===== config.mk =====
export PLATFORM = sky130hd
export DESIGN_NAME = vlane
export DESIGN_NICKNAME = d
export VERILOG_FILES = /design/src/rtl/vlane_pkg.sv /design/src/rtl/vlane_alu.sv /design/src/rtl/vlane.sv
export SDC_FILE = /design/constraint.sdc
export NUM_CORES = 1
export LEC_CHECK = 0
export BUFFER_PORTS_ARGS = -buffer_cell sky130_fd_sc_hd__buf_2
export CORE_MARGIN = 5
export CORE_UTILIZATION = 40
export DETAILED_ROUTE_END_ITERATION = 8
export PLACE_DENSITY = 0.7
export SYNTH_ARGS = -nofsm -noshare
export SYNTH_HDL_FRONTEND = slang
export SYNTH_SLANG_ARGS = --single-unit

===== constraint.sdc =====
create_clock -name clk_i -period 3.7 [get_ports clk_i]
set_clock_uncertainty 0.15 [all_clocks]
set_input_delay 0.555 -clock clk_i [delete_from_list [all_inputs] [get_ports clk_i]]
set_output_delay 0.555 -clock clk_i [all_outputs]
set_load 0.01 [all_outputs]

===== src/rtl/vlane_pkg.sv =====
// Shared types for the vector lane: opcodes, FSM states and the pipeline stage record.
package vlane_pkg;

    localparam int unsigned def_vlen   = 8;
    localparam int unsigned def_vdw    = 8;
    localparam int unsigned def_lanes  = 4;
    localparam int unsigned def_opw    = 4;
    localparam int unsigned def_addr_w = $clog2(def_vlen);

    typedef enum logic [3:0] {
        OP_ADD   = 4'b0000,
        OP_SUB   = 4'b0001,
        OP_AND   = 4'b0010,
        OP_FMA   = 4'b0011,
        OP_LOAD  = 4'b1000,
        OP_STORE = 4'b1001
    } op_e;

    typedef enum logic [1:0] {
        ST_IDLE  = 2'd0,
        ST_ISSUE = 2'd1,
        ST_DRAIN = 2'd2,
        ST_DONE  = 2'd3
    } state_e;

    // Stage widths follow the package defaults; the lane parameters must match them.
    typedef struct packed {
        logic                  valid;
        logic                  wen;
        logic [def_addr_w-1:0] addr;
        logic [def_vdw-1:0]    data;
        logic [def_opw-1:0]    op;
    } stage_t;

    function automatic logic is_nop(input logic [def_opw-1:0] op);
        return op[3] && (op[2:1] != 2'b00);
    endfunction

endpackage


===== src/rtl/vlane_alu.sv =====
// Combinational element ALU: add, sub, and, multiply-add, all modulo 2^vdw_p.
module vlane_alu
    import vlane_pkg::*;
#(
    parameter int unsigned vdw_p = def_vdw
) (
    input  logic [1:0]       fn,
    input  logic [vdw_p-1:0] a,
    input  logic [vdw_p-1:0] b,
    input  logic [vdw_p-1:0] c,
    output logic [vdw_p-1:0] y
);

    // NOTE: assign a default first in combinational blocks so no path leaves y unassigned (no latch).
    always_comb begin
        y = '0;
        case (fn)
            2'b00:   y = a + b;
            2'b01:   y = a - b;
            2'b10:   y = a & b;
            default: y = a * b + c;  // low product bits depend only on low operand bits
        endcase
    end

endmodule


===== src/rtl/vlane.sv =====
// One slice of the vector unit: sequences this lane's elements through ISSUE/EX/WB.
// Optional element masking is enabled by defining VLANE_MASK_EN.
module vlane
    import vlane_pkg::*;
#(
    parameter int unsigned vlen_p     = def_vlen,
    parameter int unsigned vdw_p      = def_vdw,
    parameter int unsigned lanes_p    = def_lanes,
    parameter int unsigned op_width_p = def_opw,
    localparam int unsigned epl_lp    = vlen_p / lanes_p,
    localparam int unsigned addr_w_lp = $clog2(vlen_p),
    localparam int unsigned vl_w_lp   = $clog2(vlen_p + 1),
    localparam int unsigned id_w_lp   = $clog2(lanes_p),
    localparam int unsigned cnt_w_lp  = $clog2(epl_lp + 1)
) (
    input  logic                  clk_i,
    input  logic                  reset_ni,
    input  logic [id_w_lp-1:0]    my_id_i,
    input  logic                  start_v_i,
    output logic                  ready_o,
    input  logic [op_width_p-1:0] op_i,
    input  logic [vl_w_lp-1:0]    vl_i,
    input  logic [vdw_p-1:0]      scalar_i,
`ifdef VLANE_MASK_EN
    input  logic [epl_lp-1:0]     mask_i,
`endif
    input  logic [vdw_p-1:0]      w_data_i,
    input  logic                  w_v_i,
    output logic [vdw_p-1:0]      r_data_o,
    output logic                  r_v_o,
    input  logic                  r_ready_i,
    output logic                  done_o,
    output logic [addr_w_lp-1:0]  r_addr_o,
    input  logic [vdw_p-1:0]      r0_data_i,
    input  logic [vdw_p-1:0]      r1_data_i,
    input  logic [vdw_p-1:0]      r2_data_i,
    output logic [addr_w_lp-1:0]  w_addr_o,
    output logic [vdw_p-1:0]      w_data_o,
    output logic                  w_en_o
);

    state_e                state_q;
    logic [cnt_w_lp-1:0]   k_q, cnt_q, cnt_new;
    logic [op_width_p-1:0] op_q;
    logic [vdw_p-1:0]      scalar_q;
    logic [vl_w_lp-1:0]    vl_clamp;
    logic [addr_w_lp-1:0]  issue_addr;
    logic [vdw_p-1:0]      ex_b_q, ex_c_q, alu_y;
    stage_t                ex_q, wb_q;
    logic                  start_acc, is_load, is_store, elem_active, issue_go, last_elem;

    assign start_acc = start_v_i && (state_q == ST_IDLE);
    assign is_load   = (op_q == OP_LOAD);
    assign is_store  = (op_q == OP_STORE);

    // Elements owned by this lane: ceil((vl - id) / lanes), zero when id is past the end.
    always_comb begin
        vl_clamp = (vl_i > vl_w_lp'(vlen_p)) ? vl_w_lp'(vlen_p) : vl_i;
        cnt_new  = '0;
        if (vl_clamp > vl_w_lp'(my_id_i))
            cnt_new = cnt_w_lp'((vl_clamp - vl_w_lp'(my_id_i) + vl_w_lp'(lanes_p - 1)) >> id_w_lp);
    end

`ifdef VLANE_MASK_EN
    logic [epl_lp-1:0] mask_q, mask_sh;

    always_ff @(posedge clk_i) begin
        if (start_acc)
            mask_q <= mask_i;
    end

    assign mask_sh     = mask_q >> k_q;
    assign elem_active = mask_sh[0];
`else
    assign elem_active = 1'b1;
`endif

    assign issue_addr = (addr_w_lp'(k_q) << id_w_lp) | addr_w_lp'(my_id_i);
    assign last_elem  = (k_q == cnt_q - cnt_w_lp'(1));

    // A masked store element is skipped without waiting on the consumer.
    always_comb begin
        issue_go = 1'b0;
        if (state_q == ST_ISSUE) begin
            if (is_load)
                issue_go = w_v_i;
            else if (is_store)
                issue_go = elem_active ? r_ready_i : 1'b1;
            else
                issue_go = 1'b1;
        end
    end

    vlane_alu #(.vdw_p(vdw_p)) u_alu (
        .fn (ex_q.op[1:0]),
        .a  (ex_q.data),
        .b  (ex_b_q),
        .c  (ex_c_q),
        .y  (alu_y)
    );

    // NOTE: state uses non-blocking assignments so every register samples pre-edge values.
    always_ff @(posedge clk_i or negedge reset_ni) begin
        if (!reset_ni) begin
            // NOTE: only control state is reset; operand and data registers are qualified by valid.
            state_q    <= ST_IDLE;
            k_q        <= '0;
            ex_q.valid <= 1'b0;
            wb_q.valid <= 1'b0;
        end else begin
            case (state_q)
                ST_IDLE: begin
                    if (start_acc) begin
                        op_q     <= op_i;
                        scalar_q <= scalar_i;
                        cnt_q    <= cnt_new;
                        k_q      <= '0;
                        state_q  <= (cnt_new == '0 || is_nop(op_i)) ? ST_DONE : ST_ISSUE;
                    end
                end
                ST_ISSUE: begin
                    if (issue_go) begin
                        if (last_elem)
                            state_q <= ST_DRAIN;
                        else
                            k_q <= k_q + cnt_w_lp'(1);
                    end
                end
                ST_DRAIN: begin
                    if (!ex_q.valid)
                        state_q <= ST_DONE;
                end
                default: state_q <= ST_IDLE;
            endcase

            ex_q.valid <= issue_go;
            if (issue_go) begin
                ex_q.wen  <= elem_active;
                ex_q.addr <= issue_addr;
                ex_q.op   <= op_q;
                ex_q.data <= is_load ? w_data_i : r0_data_i;
                ex_b_q    <= op_q[2] ? scalar_q : r1_data_i;
                ex_c_q    <= r2_data_i;
            end

            wb_q.valid <= ex_q.valid;
            wb_q.wen   <= ex_q.wen;
            wb_q.addr  <= ex_q.addr;
            wb_q.op    <= ex_q.op;
            wb_q.data  <= (ex_q.op == OP_LOAD) ? ex_q.data : alu_y;
        end
    end

    assign ready_o  = (state_q == ST_IDLE);
    assign done_o   = (state_q == ST_DONE);
    assign r_addr_o = issue_addr;
    assign r_data_o = r0_data_i;
    assign r_v_o    = (state_q == ST_ISSUE) && is_store && elem_active;
    assign w_addr_o = wb_q.addr;
    assign w_data_o = wb_q.data;
    assign w_en_o   = wb_q.valid && wb_q.wen && (wb_q.op != OP_STORE);

endmodule


==> results of run 1 <==
## routing by layer
layer	up-vias	routed length [um]	GRT usage [%]
met5	-	0	0
met1	1475	4210	19.1
li1	1541	-	-
met3	9	504	3.16
met2	83	4580	24.5
met4	0	148	5.80
## power breakdown
| part | switching, W | leakage (nW) | internal (W) | total [W] |
|---|---|---|---|---|
| combinational | 0.00108 | 1.70 | 0.00106 | 0.00215 |
| sequential | 0.0000901 | 0.636 | 0.00102 | 0.00111 |
| clock | 0.000319 | 0.157 | 0.000588 | 0.000907 |
| total | 0.00149 | 2.49 | 0.00267 | 0.00416 |
## what timing repair did
action	CTS	global route
endpoints found under the setup margin	4	4
resized for setup	5	2
setup buffers	7	0
pin swaps	12	3
## how the worst max path moves through the flow
stage             endpoint  slack, ns  cells after the start
3_5_place_dp   w_data_o[6]      -0.31                     15
4_1_cts        w_data_o[6]      -0.25                     16
2_1_floorplan  w_data_o[6]      -0.12                     16
3_3_place_gp   w_data_o[6]      -0.20                     15
6_report       w_data_o[7]      -0.24                     17
5_1_grt        w_data_o[6]      -0.44                     15
## cell type report
cell class                      instances  share of cell area (%)
Multi-Input combinational cell        250                    39.7
Clock buffer                            9                    4.03
Inverter                               57                    3.83
Tap cell                              140                    3.13
Clock inverter                          7                    1.63
Sequential cell                        66                    34.9
Timing Repair Buffer                  121                    12.7
## cells in the final DEF (no fill, tap or decap), drive strengths merged, types with 11 or more instances in the layout
cell type	count
buf	121
edfxtp	60
inv	58
nand2	41
ha	34
xnor2	25
fa	20
mux2	19
nor2	15
nor2b	12
a21oi	11
## through the flow
| stage | power, W | area, um^2 | std cells | worst slack, ns |
|---|---|---|---|---|
| floorplan | 0.00271 | 4570 | 405 | -0.119 |
| global placement | 0.00313 | 5180 | 627 | -0.202 |
| detailed placement | 0.00318 | 5180 | 627 | -0.314 |
| CTS | 0.00417 | 5580 | 650 | -0.248 |
| global route | 0.00449 | 5590 | 650 | -0.437 |
| finish | 0.00416 | 5590 | 650 | -0.238 |
## worst register-to-register path, stage by stage (launching register included)
cell,delay [ns]
edfxtp_1,0.45
buf_4,0.18
and2_1,0.17
fa_1,0.44
ha_1,0.31
ha_1,0.19
inv_1,0.07
fa_1,0.41
inv_1,0.07
ha_2,0.18
inv_1,0.05
fa_2,0.33
nor2b_2,0.13
o21ai_1,0.07
nand2b_1,0.11
xnor2_2,0.12
xnor2_1,0.13
o221ai_1,0.12
## registers in the layout (all words and copies together), names as in the netlist
name      cells
cnt_q         2
ex_b_q        8
ex_c_q        8
ex_q         16
k_q           2
op_q          4
scalar_q      8
state_q       2
w_addr_o      3
w_data_o      8
wb_q          5
## logic make-up (layout without fill, tap and decap cells)
kind of cell	count (synthesis)	count (layout)	synth area share, %
simple gates	97	97	10.7
buf+inv	89	194	9.38
flops	66	66	43.2
fa+ha+maj	54	54	18.3
compound gates	44	44	6.50
xor+xnor	30	30	5.81
mux	25	25	6.23
==> results.md, run 1 <==
* Via count at 3108
* CP max FO at 4
* Hold Buf Count CTS at 0
* WL final at 9450 um
* # nets final at 614
* CTS buffer count at 9
* Power Density at 744 nW/um^2
* Syn avg cell area at between 10 and 15 um^2
* Clock transition at path regs at roughly 0.06 ns
* Tcrit/Tclk final at 106%
* Number of buffers added on ports at 80
* Area of the multi-input gates at ~2200 um^2
* Critical path cell sequence: buf_4, and2_1, fa_1, ha_1, ha_1, inv_1, fa_1, inv_1, ha_2, inv_1, fa_2, nor2b_2, o21ai_1, nand2b_1, xnor2_2, xnor2_1, o221ai_1
* Fmax at ~250 MHz
* Crit path DAT at 3.86 ns
* Vias/cell at 4.78
* Final core utilization at 50.9%
* Maximum vdd drop at 0.000432 V
* Top cell type's share of synthesized area at between 30% and 40%
* Largest net degree at the start of global routing at 30
* YS warnings at 0
* Maximum clock path buffer count at 2
* Antenna violations before repair at 0
* Synth area leader: edfxtp_1
* Layout cells sized above 1 at 34.9%
* Cell with the most instances after synthesis: edfxtp_1
* Number of synthesized flops with an enable pin at 60
* Leak at 2.49 nW
* Clock Tree Root: clkbuf_16
* Clock Latency Late Sink at 0.33 ns
* Setup total negative slack at -0.600 ns
* Grt total ovfl at 0
* Async set-reset flop share out of synthesis at 9.09%
* Yosys reg bits at 66
* Height of the chip at 116 um
* Critical Path RT at approximately 3.6 ns
* Slew Limit Fails at 0
* Synth-to-Final Area Change at 23.7%
* Slew HR at 29.8%
* Primary FF master, synth: edfxtp_1
* CP Launch Type: flop
* Fin. Hold Viols at 0
* Top cells by count, synth: edfxtp_1, inv_1, nand2_1, ha_1, xnor2_1
* R2r endpoint: w_data_o[7]
* Syn Inst Count at about 400
* First-pass GRT wire length at 15400 um
* Most frequent CP cell: inv_1
* Worst hold path type: in2async
* CTS tree: done
* Buf/Inv on CP at 4
* Drt initial violations at 143
* DIE WIDTH at roughly 120 um
* Die ar. at 13500 um^2
* Crit path largest cell delay at 0.45 ns
* Setup Crit Path Kind: reg2reg
* Synth Net Count at 514
* Synth cell types at 49
* Status: finished, violations left
* Minimum clock period at about 3.9 ns
* Unrepaired setup endpoints after global routing: true
* Drt pass-1 iters at 4
* FF/Latch Area at 1950 um^2
* Fillers at a little under 1000
* CP top delay family: adder cells
* Final setup margin at -0.238 ns
* Hpwl dp at 7600 um
* Max Cap Violations at 0
* Detailed-route DRC error count at 0
* Initial Util at between 40% and 50%
* Placer Congestion at 0.861
* Antenna diodes at 0
* Least-Margin Pin Slew at 1.04 ns
* Worst r2r src: ex_b_q[0]
* Site Rows at 38
* R2R depth at 17
* Sequential share of the synthesized area at 43.2%
* Final Hold Slack at 0.0328 ns
* IO Pins at 81
* Ranking of synthesized cells by area: edfxtp_1, ha_1, fa_1
* Core ar. at 11000 um^2
* Htree depth at 3
* Worst reg2reg setup slack at -0.24 ns
* Critical path launch point: ex_b_q[0]
* Failing checks: setup timing
* CP Capture Type: flop
* Slowest stage cell, crit path: edfxtp_1
* Number of global-route vias before repair at 3293
* Syn Std Cell Area at 4520 um^2
* Final ANT Viol Nets at 0
* Setup violators final at 4
* GRT Util Overall at 14.9%
* WL/cell at 14.5 um
* Clock sink count at 66
(Power assumes the default switching activity.)
==> run 2, diff against run 1 <==
Settings changed: CORE_UTILIZATION 40 to 35, PLACE_DENSITY 0.7 to 0.63.
==> run 2 against run 1 <==
Effect of this change: the run still ends with setup timing left; largest power group unchanged; utilization fell by 5.6 points; critical endpoint is now w_data_o[5]; critical path type unchanged; non-clock buffer count rose by 8; worst hold slack improved by 0.039 ns.
==> results.md, run 2 (synthesis results as in run 1) <==
* Drt initial violations at 146 (was 143)
* Site Rows at 41 (was 38)
* Number of global-route vias before repair at 3365 (was 3293)
* Height of the chip at 124 um (was 116 um)
* Clock Latency Late Sink at 0.34 ns (was 0.33 ns)
* Setup Crit Path Kind: reg2reg (unchanged)
* Via count at 3142 (was 3108)
* Antenna diodes at 0 (unchanged)
* Final core utilization at 45.3% (was 50.9%)
* Power Density at 737 nW/um^2 (was 744 nW/um^2)
* Core ar. at 12600 um^2 (was 11000 um^2)
* Maximum clock path buffer count at 2 (unchanged)
* Fmax at 241 MHz (was 254 MHz)
* Initial Util at 35.8% (was 41.2%)
* Vias/cell at 4.55 (was 4.78)
* Status: finished, violations left (unchanged)
* Slowest stage cell, crit path: fa_1 (was edfxtp_1)
* Largest Register: ex_q (unchanged)
* Worst reg2reg setup slack at -0.45 ns (was -0.24 ns)
* Placer Congestion at 0.943 (was 0.861)
* Commonest non-fill, non-tap cell in the layout: buf_2 (unchanged)
* Setup total negative slack at -1.37 ns (was -0.600 ns)
* Largest net degree at the start of global routing at 30 (unchanged)
* GRT Util Overall at 14.2% (was 14.9%)
* R2R depth at 17 (unchanged)
* R2r endpoint: w_data_o[5] (was w_data_o[7])
* Setup violators final at 4 (unchanged)
* WL/cell at 15.1 um (was 14.5 um)
* Htree depth at 3 (unchanged)
* Pre-CTS setup slack at -0.512 ns (was -0.314 ns)
* Fin. Hold Viols at 0 (unchanged)
* Maximum vdd drop at 0.000325 V (was 0.000432 V)
* Grt total ovfl at 0 (unchanged)
* Leak at 2.52 nW (was 2.49 nW)
* CP Capture Type: flop (unchanged)
* Max Cap Violations at 0 (unchanged)
* Slew Limit Fails at 0 (unchanged)
* Die ar. at 15300 um^2 (was 13500 um^2)
* CP top delay family: adder cells (unchanged)
* Commonest non-fill, non-tap cells in the layout: buf_2, edfxtp_1, inv_1 (unchanged)
* CTS tree: done (unchanged)
* # nets final at 622 (was 614)
* Clock sink count at 66 (unchanged)
* Synth-to-Final Area Change at 26.5% (was 23.7%)
* Final setup margin at -0.454 ns (was -0.238 ns)
* Clock Tree Root: clkbuf_16 (unchanged)
* Tcrit/Tclk final at 112% (was 106%)
* Number of buffers added on ports at 80 (unchanged)
* IO Pins at 81 (unchanged)
* Crit path DAT at 4.19 ns (was 3.86 ns)
* First-pass GRT wire length at 16300 um (was 15400 um)
* Clock transition at path regs at 0.06 ns (about the same)
* WL final at 10400 um (was 9450 um)
* DIE WIDTH at 124 um (was 116 um)
* Crit path largest cell delay at 0.51 ns (was 0.45 ns)
* CP Launch Type: flop (unchanged)
* Detailed-route DRC error count at 0 (unchanged)
* CTS buffer count at 9 (unchanged)
* CP max FO at 5 (was 4)
* Slew HR at 57.9% (was 29.8%)
* Max FFs per register at 16 (unchanged)
* Hold Buf Count CTS at 0 (unchanged)
* Worst r2r src: ex_b_q[1] (was ex_b_q[0])
* Layout cells sized above 1 at 38.6% (was 34.9%)
* Hpwl dp at 8180 um (was 7600 um)
* Failing checks: setup timing (unchanged)
* Critical path cell sequence: buf_6, buf_4, nand2_2, fa_1, inv_1, fa_1, ha_4, inv_2, fa_1, inv_2, ha_4, nor2b_4, buf_4, buf_6, buf_4, o32a_1, o22ai_2 (was buf_4, and2_1, fa_1, ha_1, ha_1, inv_1, fa_1, inv_1, ha_2, inv_1, fa_2, nor2b_2, o21ai_1, nand2b_1, xnor2_2, xnor2_1, o221ai_1)
* Drt pass-1 iters at 4 (unchanged)
* Least-Margin Pin Slew at 0.631 ns (was 1.04 ns)
* Antenna violations before repair at 0 (unchanged)
* Minimum clock period at 4.15 ns (was 3.94 ns)
* Worst hold path type: in2async (unchanged)
* Critical Path RT at 3.73 ns (was 3.63 ns)
* Final ANT Viol Nets at 0 (unchanged)
* Buf/Inv on CP at 8 (was 4)
* Unrepaired setup endpoints after global routing: true (unchanged)
run 2: cell count changes in the layout (fill, tap and decap cells not counted), moves of 2 or more:
cell and delta:
bufinv_16 -2, buf_6 +5, nand2_1 -3, clkinvlp_4 +3
nand2_4 +2, buf_4 +3, inv_2 +7, inv_1 -7
run 2: how the worst max path moves through the flow:
| stage | cells after the start | startpoint | to | slack [ns] |
|---|---|---|---|---|
| after floorplan | 16 | ex_b_q[0] | w_data_o[6] | -0.12 |
| after global placement | 15 | ex_b_q[1] | w_data_o[6] | -0.38 |
| after detailed placement | 15 | ex_b_q[1] | w_data_o[6] | -0.51 |
| after CTS | 16 | ex_b_q[0] | w_data_o[6] | -0.42 |
| after global routing | 15 | ex_b_q[1] | w_data_o[7] | -0.63 |
| final | 17 | ex_b_q[1] | w_data_o[5] | -0.45 |
run 2: what timing repair did:
| action | in CTS | in global routing |
|---|---|---|
| setup buffers | 9 | 4 |
| setup endpoints to repair | 4 | 4 |
| pin swaps | 16 | 21 |
| gates cloned | 0 | 0 |
| resized for setup | 17 | 13 |
run 2: power by group:
group / total [W] / switching [W] / internal [W]
combinational: 0.00232 / 0.00116 / 0.00116
clock: 0.000780 / 0.000330 / 0.000450
sequential: 0.00111 / 0.0000961 / 0.00102
total: 0.00422 / 0.00159 / 0.00263
run 2: cell type report:
class,count,area (um^2)
Tap cell,172,215
Inverter,57,214
Clock inverter,7,45.0
Multi-Input combinational cell,250,2280
Fill cell,1195,6900
Clock buffer,9,225
Sequential cell,66,1950
Timing Repair Buffer,129,791
run 2: per-stage QoR:
stage,area (um^2),total power (W),hold WS [ns],cells
6_report,5720,0.00422,0.0714,690
5_1_grt,5720,0.00459,0.0986,690
4_1_cts,5630,0.00416,0.0737,686
3_5_place_dp,5240,0.00324,0.236,661
3_3_place_gp,5240,0.00314,0.244,661
2_1_floorplan,4570,0.00271,0.109,405
run 2: worst register-to-register path, cell delays in order, from the launching register on:
cell and delay, ns:
edfxtp_1 0.46, buf_6 0.14, buf_4 0.10, nand2_2 0.05, fa_1 0.51, inv_1 0.05, fa_1 0.49, ha_4 0.29
inv_2 0.03, fa_1 0.50, inv_2 0.05, ha_4 0.21, nor2b_4 0.13, buf_4 0.13, buf_6 0.10, buf_4 0.12
o32a_1 0.35, o22ai_2 0.14
run 2: per-layer routing:
metal / track usage (%) / part of all wire, %
met1: 16.9 / 41
met2: 24.7 / 52
met3: 3.68 / 5.4
met4: 5.26 / 1.8
met5: 0 / 0
